**config.mk**
```make
export PLATFORM = sky130hd
export DESIGN_NAME = s_mem_read_port
export DESIGN_NICKNAME = d
export VERILOG_FILES = /design/src/rtl/s_mem_pkg.sv /design/src/rtl/rr_arb2.sv /design/src/rtl/s_mem_read_port.sv
export SDC_FILE = /design/constraint.sdc
export NUM_CORES = 1
export LEC_CHECK = 0
export ABC_AREA = 1
export CAP_MARGIN = 20
export CORE_AREA = 2 2 64 66
export DETAILED_ROUTE_END_ITERATION = 10
export DIE_AREA = 0 0 66 68
export PLACE_DENSITY_LB_ADDON = 0.3
export SETUP_SLACK_MARGIN = 0.4
export SLEW_MARGIN = 20
export SYNTH_ARGS = -nofsm -noshare
export SYNTH_HDL_FRONTEND = slang
export SYNTH_SLANG_ARGS = --single-unit
```
**constraint.sdc**
```tcl
create_clock -name clk -period 1.3 [get_ports clk]
set_clock_uncertainty 0.15 [all_clocks]
set_input_delay 0.26 -clock clk [delete_from_list [all_inputs] [get_ports clk]]
set_output_delay 0.26 -clock clk [all_outputs]
set_load 0.05 [all_outputs]
```
**src/rtl/s_mem_pkg.sv**
```systemverilog
// Shared types and defaults for the working-memory read port.
package s_mem_pkg;

  localparam int unsigned DefAddrW = 8;
  localparam int unsigned DefDataW = 8;

  // Identifies which of the two client FSMs owns a read.
  typedef logic client_id_t;

  // One slot of the in-flight read pipeline.
  typedef struct packed {
    logic       valid;
    client_id_t id;
  } rd_tag_t;

  localparam rd_tag_t TagIdle = '{valid: 1'b0, id: 1'b0};

endpackage

```
**src/rtl/rr_arb2.sv**
```systemverilog
// Two-way round-robin arbiter: combinational grant, registered fairness pointer.
module rr_arb2
  import s_mem_pkg::*;
(
  input  logic       clk,
  input  logic       rst_n,
  input  logic [1:0] req,
  input  logic       hold,
  output logic [1:0] gnt,
  output logic       contested
);

  client_id_t ptr_q, ptr_d;

  // Grant decode; the pointer only breaks ties when both clients ask.
  always_comb begin
    gnt       = 2'b00;
    contested = 1'b0;
    if (!hold) begin
      unique case (req)
        2'b01:   gnt = 2'b01;
        2'b10:   gnt = 2'b10;
        2'b11: begin
          contested = 1'b1;
          gnt       = ptr_q ? 2'b10 : 2'b01;
        end
        default: gnt = 2'b00;
      endcase
    end
  end

  // Pass priority to the loser of a contested grant; uncontested grants leave it alone.
  always_comb begin
    ptr_d = ptr_q;
    if (contested) begin
      ptr_d = ~ptr_q;
    end
  end

  // Pointer register, client 0 favoured out of reset.
  always_ff @(posedge clk or negedge rst_n) begin
    if (!rst_n) begin
      ptr_q <= 1'b0;
    end else begin
      ptr_q <= ptr_d;
    end
  end

endmodule

```
**src/rtl/s_mem_read_port.sv**
```systemverilog
// Two-client read arbiter and responder for the 256x8 working memory.
module s_mem_read_port
  import s_mem_pkg::*;
#(
  parameter int unsigned ADDR_W = DefAddrW,
  parameter int unsigned DATA_W = DefDataW,
  parameter int unsigned RD_LAT = 1
) (
  input  logic              clk,
  input  logic              rst_n,
  input  logic              hold,
  input  logic              req0,
  input  logic [ADDR_W-1:0] addr0,
  output logic              gnt0,
  output logic              rvalid0,
  output logic [DATA_W-1:0] rdata0,
  input  logic              req1,
  input  logic [ADDR_W-1:0] addr1,
  output logic              gnt1,
  output logic              rvalid1,
  output logic [DATA_W-1:0] rdata1,
  output logic [ADDR_W-1:0] mem_addr,
  input  logic [DATA_W-1:0] mem_q,
  output logic              busy
);

  // Slot 0 is loaded as mem_addr is; slot RD_LAT lines up with mem_q.
  localparam int TagDepth = int'(RD_LAT) + 1;

  logic [1:0]        gnt;
  logic              accept;
  client_id_t        gnt_id;
  logic              unused_contested;
  logic [ADDR_W-1:0] mem_addr_q;
  rd_tag_t           tag_in;
  rd_tag_t           tag_out;
  rd_tag_t           tag_q [TagDepth];
  logic              rvalid0_q, rvalid1_q;
  logic [DATA_W-1:0] rdata0_q, rdata1_q;
  logic              busy_c;

  rr_arb2 u_arb (
    .clk       (clk),
    .rst_n     (rst_n),
    .req       ({req1, req0}),
    .hold      (hold),
    .gnt       (gnt),
    .contested (unused_contested)
  );

  assign accept = |gnt;
  assign gnt_id = gnt[1];
  assign tag_in = '{valid: accept, id: gnt_id};

  // RAM address register; holds its last value between grants.
  always_ff @(posedge clk or negedge rst_n) begin
    if (!rst_n) begin
      mem_addr_q <= '0;
    end else if (accept) begin
      mem_addr_q <= gnt_id ? addr1 : addr0;
    end
  end

  // Tag shift register tracking which client owns each read in the RAM pipeline.
  for (genvar i = 0; i < TagDepth; i++) begin : g_tag
    if (i == 0) begin : g_head
      // Head slot records this cycle's accept (or a bubble).
      always_ff @(posedge clk or negedge rst_n) begin
        if (!rst_n) begin
          tag_q[i] <= TagIdle;
        end else begin
          tag_q[i] <= tag_in;
        end
      end
    end else begin : g_body
      // Later slots simply age the tag by one cycle.
      always_ff @(posedge clk or negedge rst_n) begin
        if (!rst_n) begin
          tag_q[i] <= TagIdle;
        end else begin
          tag_q[i] <= tag_q[i-1];
        end
      end
    end
  end

  assign tag_out = tag_q[TagDepth-1];

  // Response demux: steer mem_q to the owning client, the other keeps its byte.
  always_ff @(posedge clk or negedge rst_n) begin
    if (!rst_n) begin
      rvalid0_q <= 1'b0;
      rvalid1_q <= 1'b0;
      rdata0_q  <= '0;
      rdata1_q  <= '0;
    end else begin
      rvalid0_q <= tag_out.valid && !tag_out.id;
      rvalid1_q <= tag_out.valid && tag_out.id;
      if (tag_out.valid && !tag_out.id) begin
        rdata0_q <= mem_q;
      end
      if (tag_out.valid && tag_out.id) begin
        rdata1_q <= mem_q;
      end
    end
  end

  // Busy while any accepted read is in the pipeline or its rvalid is still showing.
  always_comb begin
    busy_c = rvalid0_q | rvalid1_q;
    for (int k = 0; k < TagDepth; k++) begin
      busy_c = busy_c | tag_q[k].valid;
    end
  end

  assign gnt0     = gnt[0];
  assign gnt1     = gnt[1];
  assign mem_addr = mem_addr_q;
  assign rvalid0  = rvalid0_q;
  assign rvalid1  = rvalid1_q;
  assign rdata0   = rdata0_q;
  assign rdata1   = rdata1_q;
  assign busy     = busy_c;

endmodule

```
==> flow_summary.ini, run 1 <==
[critical_path]
crit_end = gnt1
worstPathMaxFanout = 4
reg2reg_to = u_arb.ptr_q
cpLargestDelayFamily = flip-flops
path_cells = inv_2, nand2_4, nand2_4, clkinvlp_4, buf_12
critical-path-max-stage-delay_ns = 0.44
criticalPathCategory = reg -> out
end_kind = primary output
critPathBufInv = 3
crit_top_cell = nand2_4
critPathLaunchType = flop
regToRegSetupSlack_ns = -0.27
r2r-start = u_arb.ptr_q
startpoint = u_arb.ptr_q
cp.depth = 5
worstRegToRegCells = 9
critical_path_arrival_ns = 1.18
slowest_stage = dfrtp_2
cp.required_ns = 0.89

[global_route]
grt-ovfl-total = 0
grt_max_degree = 32
antenna_found_initial = 0
grt_pass1_wl_mm = 5.68
grt_pass1_vias = 1229
grt_use_total = 0.175

[sta]
finalMaxSlewViolations = 0
post-route-min-period_ns = 1.59
worstMarginPinSlew_ns = 0.219
rsz0062_at_grt = true
hold_viol = 0
setup_viol = 14
max_freq_mhz = 627
maxSlewHeadroom = 0.853
fin_ws_ns = -0.295
setup_tns_ns = -2.59
period_share = 1.23

[drt]
wl_mm = 3.93
vias = 1305
postRouteAntennaNets = 0
drc_errors = 0
via_per_inst = 4.42
drt-pass1-iter-count = 4
first_iter_violations = 59
wl_per_cell_um = 13.3

[die]
initial_utilization = 0.352
io_pins = 58
die_x_um = 66
num_rows = 23
core-area_um2 = 3860
die_h_um = 68
die_area_um2 = 4490

[yosys]
synthCells = 150
synth_top_area_frac = 0.571
yosys-top-cells-area = dfrtp_1 (57%), nand2_1 (12%), inv_1 (8.3%)
yosys_warnings = 0
synth.avg_cell_area_um2 = 9.05
synthArstFlopShare = 1.00
synth_top_cell_by_area = dfrtp_1
yosysUniqueCellTypes = 19
synth_seq_area_share = 0.571
ys.flop_type = dfrtp_1
synth_enable_flop_cells = 0
synth_area_um2 = 1360
ys_seq_elements = 31
syn-num-nets = 179

[finish]
fin_area_um2 = 2960
nNetsFinal = 273
drive_above_1_share = 0.641
mostFrequentLayoutCells = buf_12 (32), dfrtp_2 (28), clkdlybuf4s50_1 (25), inv_1 (24), nand2_1 (19)
area_delta_synth_final_pct = 118
final_cells = 295
n_antenna_cell = 0
final_common_cell = buf_12

[run_status]
violations = negative setup slack
outcome = complete, but fails checks

[place]
dp_slack_ns = -0.418
portBuffers = 57
dp_cells = 264
gp_congestion = 0.777
hpwl_mm = 2.40
dpl_cell_area_um2 = 2400

[clocking]
h-tree-depth = 2
numCtsBuffers = 5
clock_path_buffers = 2
cts_num_sinks = 31
clkLatencyLatePin_ns = 0.28
cts.clk_slew.worst_paths_ns = 0.07
cts_root_buf = clkbuf_8
cts_tree = built

[power]
powerDensity_nw_per_um2 = 1330
p_leak_nw = 1.40
vdd_drop_max_mv = 0.643
finalPower_mw = 3.93

[run]
maxCapViolCount = 0

[hold_path]
hold_path_class = in -> async
[report_power, final]
part	internal (mW)	total, mW	switching (mW)
sequential	1.15	1.34	0.192
combinational	0.947	1.87	0.927
clock	0.379	0.713	0.333
[sequential cells by signal (all words and copies together), names as in the netlist]
name / flops
u_arb.ptr_q: 1
rdata0: 8
rvalid0: 1
tag_q: 2
rdata1: 8
mem_addr: 8
tag_out: 2
rvalid1: 1
[synth_stat cells, types with 2 or more instances]
cell type   n
nand2_2     2
dfrtp_1    31
o21ai_2     8
nand3_1    16
o21ai_0     8
inv_2       2
inv_1      30
nand2_1    42
[repair_timing]
item / CTS / global route
resized for setup: 40 / 41
setup buffers: 6 / 14
pin swaps: 5 / 10
hold buffers: 0 / 0
gates cloned: 3 / 0
setup endpoints to repair: 58 / 58
[worst min path at each step]
stage | from | end | slack, ns
floorplan | rst_n | mem_addr[0] | -0.19
global placement | tag_q[2] | tag_out[0] | 0.18
detailed placement | tag_q[2] | tag_out[0] | 0.20
CTS | rst_n | rdata1[0] | 0.19
global route | rst_n | rdata1[0] | 0.20
finish | rst_n | rdata1[6] | 0.19
[cells by family (layout without fill, tap and decap cells)]
| kind of cell | after synthesis | after routing | synth area share |
|---|---|---|---|
| flops | 31 | 31 | 0.571 |
| buf+inv | 35 | 128 | 0.114 |
| simple gates | 65 | 67 | 0.212 |
| compound gates | 19 | 19 | 0.102 |
[per-layer routing]
| layer | wire length (um) | track usage | up-vias |
|---|---|---|---|
| met1 | 1380 | 0.183 | 603 |
| met3 | 359 | 0.0872 | 5 |
| met5 | 0 | 0 | - |
| met2 | 2130 | 0.309 | 53 |
| met4 | 57 | 0.0536 | 0 |
| li1 | - | - | 644 |
[cell type report]
type,instances,area (um2)
clock buffers,8,80.1
flip-flops and latches,31,811
well taps,50,62.6
repair buffers,88,1190
fillers,243,896
multi-input cells,86,691
inverters,32,124
[through the flow]
step	hold WS, ns	util
floorplan	-0.186	-
global placement	0.182	0.622
detailed placement	0.200	0.622
CTS	0.192	0.699
global route	0.200	0.768
finish	0.188	0.768
Note: power is estimated with default switching activity, not from simulation.
==> run 2, diff against run 1 <==
--- a/config.mk
+++ b/config.mk
@@ -11,7 +11,6 @@
 export DETAILED_ROUTE_END_ITERATION = 10
 export DIE_AREA = 0 0 66 68
 export PLACE_DENSITY_LB_ADDON = 0.3
-export SETUP_SLACK_MARGIN = 0.4
 export SLEW_MARGIN = 20
 export SYNTH_ARGS = -nofsm -noshare
 export SYNTH_HDL_FRONTEND = slang
==> flow_summary.ini, run 2 (synthesis gave the netlist of run 1 again) <==
[die]
num_rows = 23
initial_utilization = 0.352
die_area_um2 = 4490
io_pins = 58
die_h_um = 68
die_x_um = 66
core-area_um2 = 3860

[global_route]
grt_pass1_vias = 1129
grt_use_total = 0.142
grt_max_degree = 32
grt_pass1_wl_mm = 4.75
antenna_found_initial = 0
grt-ovfl-total = 0

[sta]
hold_viol = 0
period_share = 1.21
max_freq_mhz = 635
fin_ws_ns = -0.275
setup_viol = 4
post-route-min-period_ns = 1.57
rsz0062_at_grt = true
maxSlewHeadroom = 0.851
finalMaxSlewViolations = 0
worstMarginPinSlew_ns = 0.223

[drt]
via_per_inst = 4.27
drc_errors = 0
dr_wl_met2_mm = 1.47
drt-pass1-iter-count = 4
wl_met3_um = 368
top_layer = met4
wl_met1_mm = 1.04
first_iter_violations = 51
vias = 1178
postRouteAntennaNets = 0
wl_per_cell_um = 10.6
wl_mm = 2.92

[run]
maxCapViolCount = 0

[critical_path]
criticalPathCategory = reg -> out
worstPathMaxFanout = 4
crit_end = gnt1
r2r-start = u_arb.ptr_q
regToRegSetupSlack_ns = 0.07
reg2reg_to = u_arb.ptr_q
worstRegToRegCells = 6
startpoint = u_arb.ptr_q
cp.required_ns = 0.89
end_kind = primary output
critPathLaunchType = flop
critical_path_arrival_ns = 1.16

[clocking]
h-tree-depth = 2
cts.clk_slew.worst_paths_ns = 0.06
cts_root_buf = clkbuf_8
cts_tree = built
cts_num_sinks = 31
clock_path_buffers = 2
numCtsBuffers = 5
clkLatencyLatePin_ns = 0.27
cts.hold.buffers_added = 0

[place]
dp_slack_ns = -0.404
portBuffers = 57
dpl_cell_area_um2 = 2380
gp_congestion = 0.774
hpwl_mm = 2.33

[finish]
fillers = 317
drive_above_1_share = 0.327
n_antenna_cell = 0
final_common_cell = nand2_1
multiInputGateArea_um2 = 452
area_delta_synth_final_pct = 84.4
nNetsFinal = 254
mostFrequentLayoutCells = nand2_1 (41), buf_12 (30), dfrtp_1 (28), inv_1 (27), clkdlybuf4s50_1 (25)
fin_area_um2 = 2500
seq_area_um2 = 779

[power]
vdd_drop_max_mv = 0.596
powerDensity_nw_per_um2 = 1460
p_leak_nw = 1.26
finalPower_mw = 3.66

[hold_path]
hold_path_class = reg -> reg

[run_status]
violations = negative setup slack
outcome = complete, but fails checks
-- run 2: cell types whose count changed in the layout (fill, tap and decap cells not counted), sizes merged --
cell           change
buf               -17
clkdlybuf4s15      -2
dlygate4sd2        +2
nand2              -2
-- run 2: metal layers --
metal / vias to the layer above / GRT usage
li1: 608 / -
met1: 512 / 0.133
met2: 52 / 0.261
met3: 6 / 0.0757
met4: 0 / 0.0536
met5: - / 0
-- run 2: how the worst min path moves through the flow --
stage	from	endpoint	slack, ns	depth (start not counted)
floorplan	rst_n	mem_addr[0]	-0.19	0
global placement	tag_q[2]	tag_out[0]	0.18	0
detailed placement	tag_q[2]	tag_out[0]	0.19	0
CTS	tag_q[2]	tag_out[0]	0.20	0
global route	tag_q[2]	tag_out[0]	0.21	0
finish	tag_q[2]	tag_out[0]	0.20	0
-- run 2: stage by stage --
step                 util  instances  TNS, ns  hold WS [ns]
floorplan               -        150   -0.164        -0.186
global placement    0.617        266    -4.14         0.183
detailed placement  0.617        266    -4.41         0.186
CTS                 0.647        275   -0.796         0.199
global route        0.649        276   -0.983         0.213
finish              0.649        276   -0.739         0.198
-- run 2: final cells by class --
cell class	count	share of cell area
Inverter	32	0.0495
Multi-Input combinational cell	84	0.180
Sequential cell	31	0.311
Tap cell	50	0.0250
Clock buffer	8	0.0400
Timing Repair Buffer	71	0.394
-- run 2: power breakdown --
group	total [mW]	internal (mW)	switching [mW]
Combinational	1.58	0.773	0.804
Clock	0.793	0.482	0.312
Sequential	1.29	1.12	0.168
Total	3.66	2.38	1.28
-- run 2: timing repair --
action / 4_1_cts / 5_1_grt
resized for setup: 8 / 0
setup buffers: 2 / 2
gates cloned: 0 / 0
hold endpoints to repair: 0 / 0
endpoints found under the setup margin: 13 / 8
-- run 2: worst max-delay path, stage by stage (launching register included) --
cell        delay, ns
dfrtp_2          0.44
inv_2            0.08
nand2_4          0.05
nand2_4          0.06
clkinvlp_4       0.10
buf_12           0.15
==> run 3, diff against run 2 <==
--- a/config.mk
+++ b/config.mk
@@ -6,7 +6,8 @@
 export NUM_CORES = 1
 export LEC_CHECK = 0
 export ABC_AREA = 1
-export CAP_MARGIN = 20
+export ABC_CLOCK_PERIOD_IN_PS = 1300
+export CAP_MARGIN = 15
 export CORE_AREA = 2 2 64 66
 export DETAILED_ROUTE_END_ITERATION = 10
 export DIE_AREA = 0 0 66 68
==> results of run 3 <==
Final layout, timing and power as in run 2 (identical DEF).
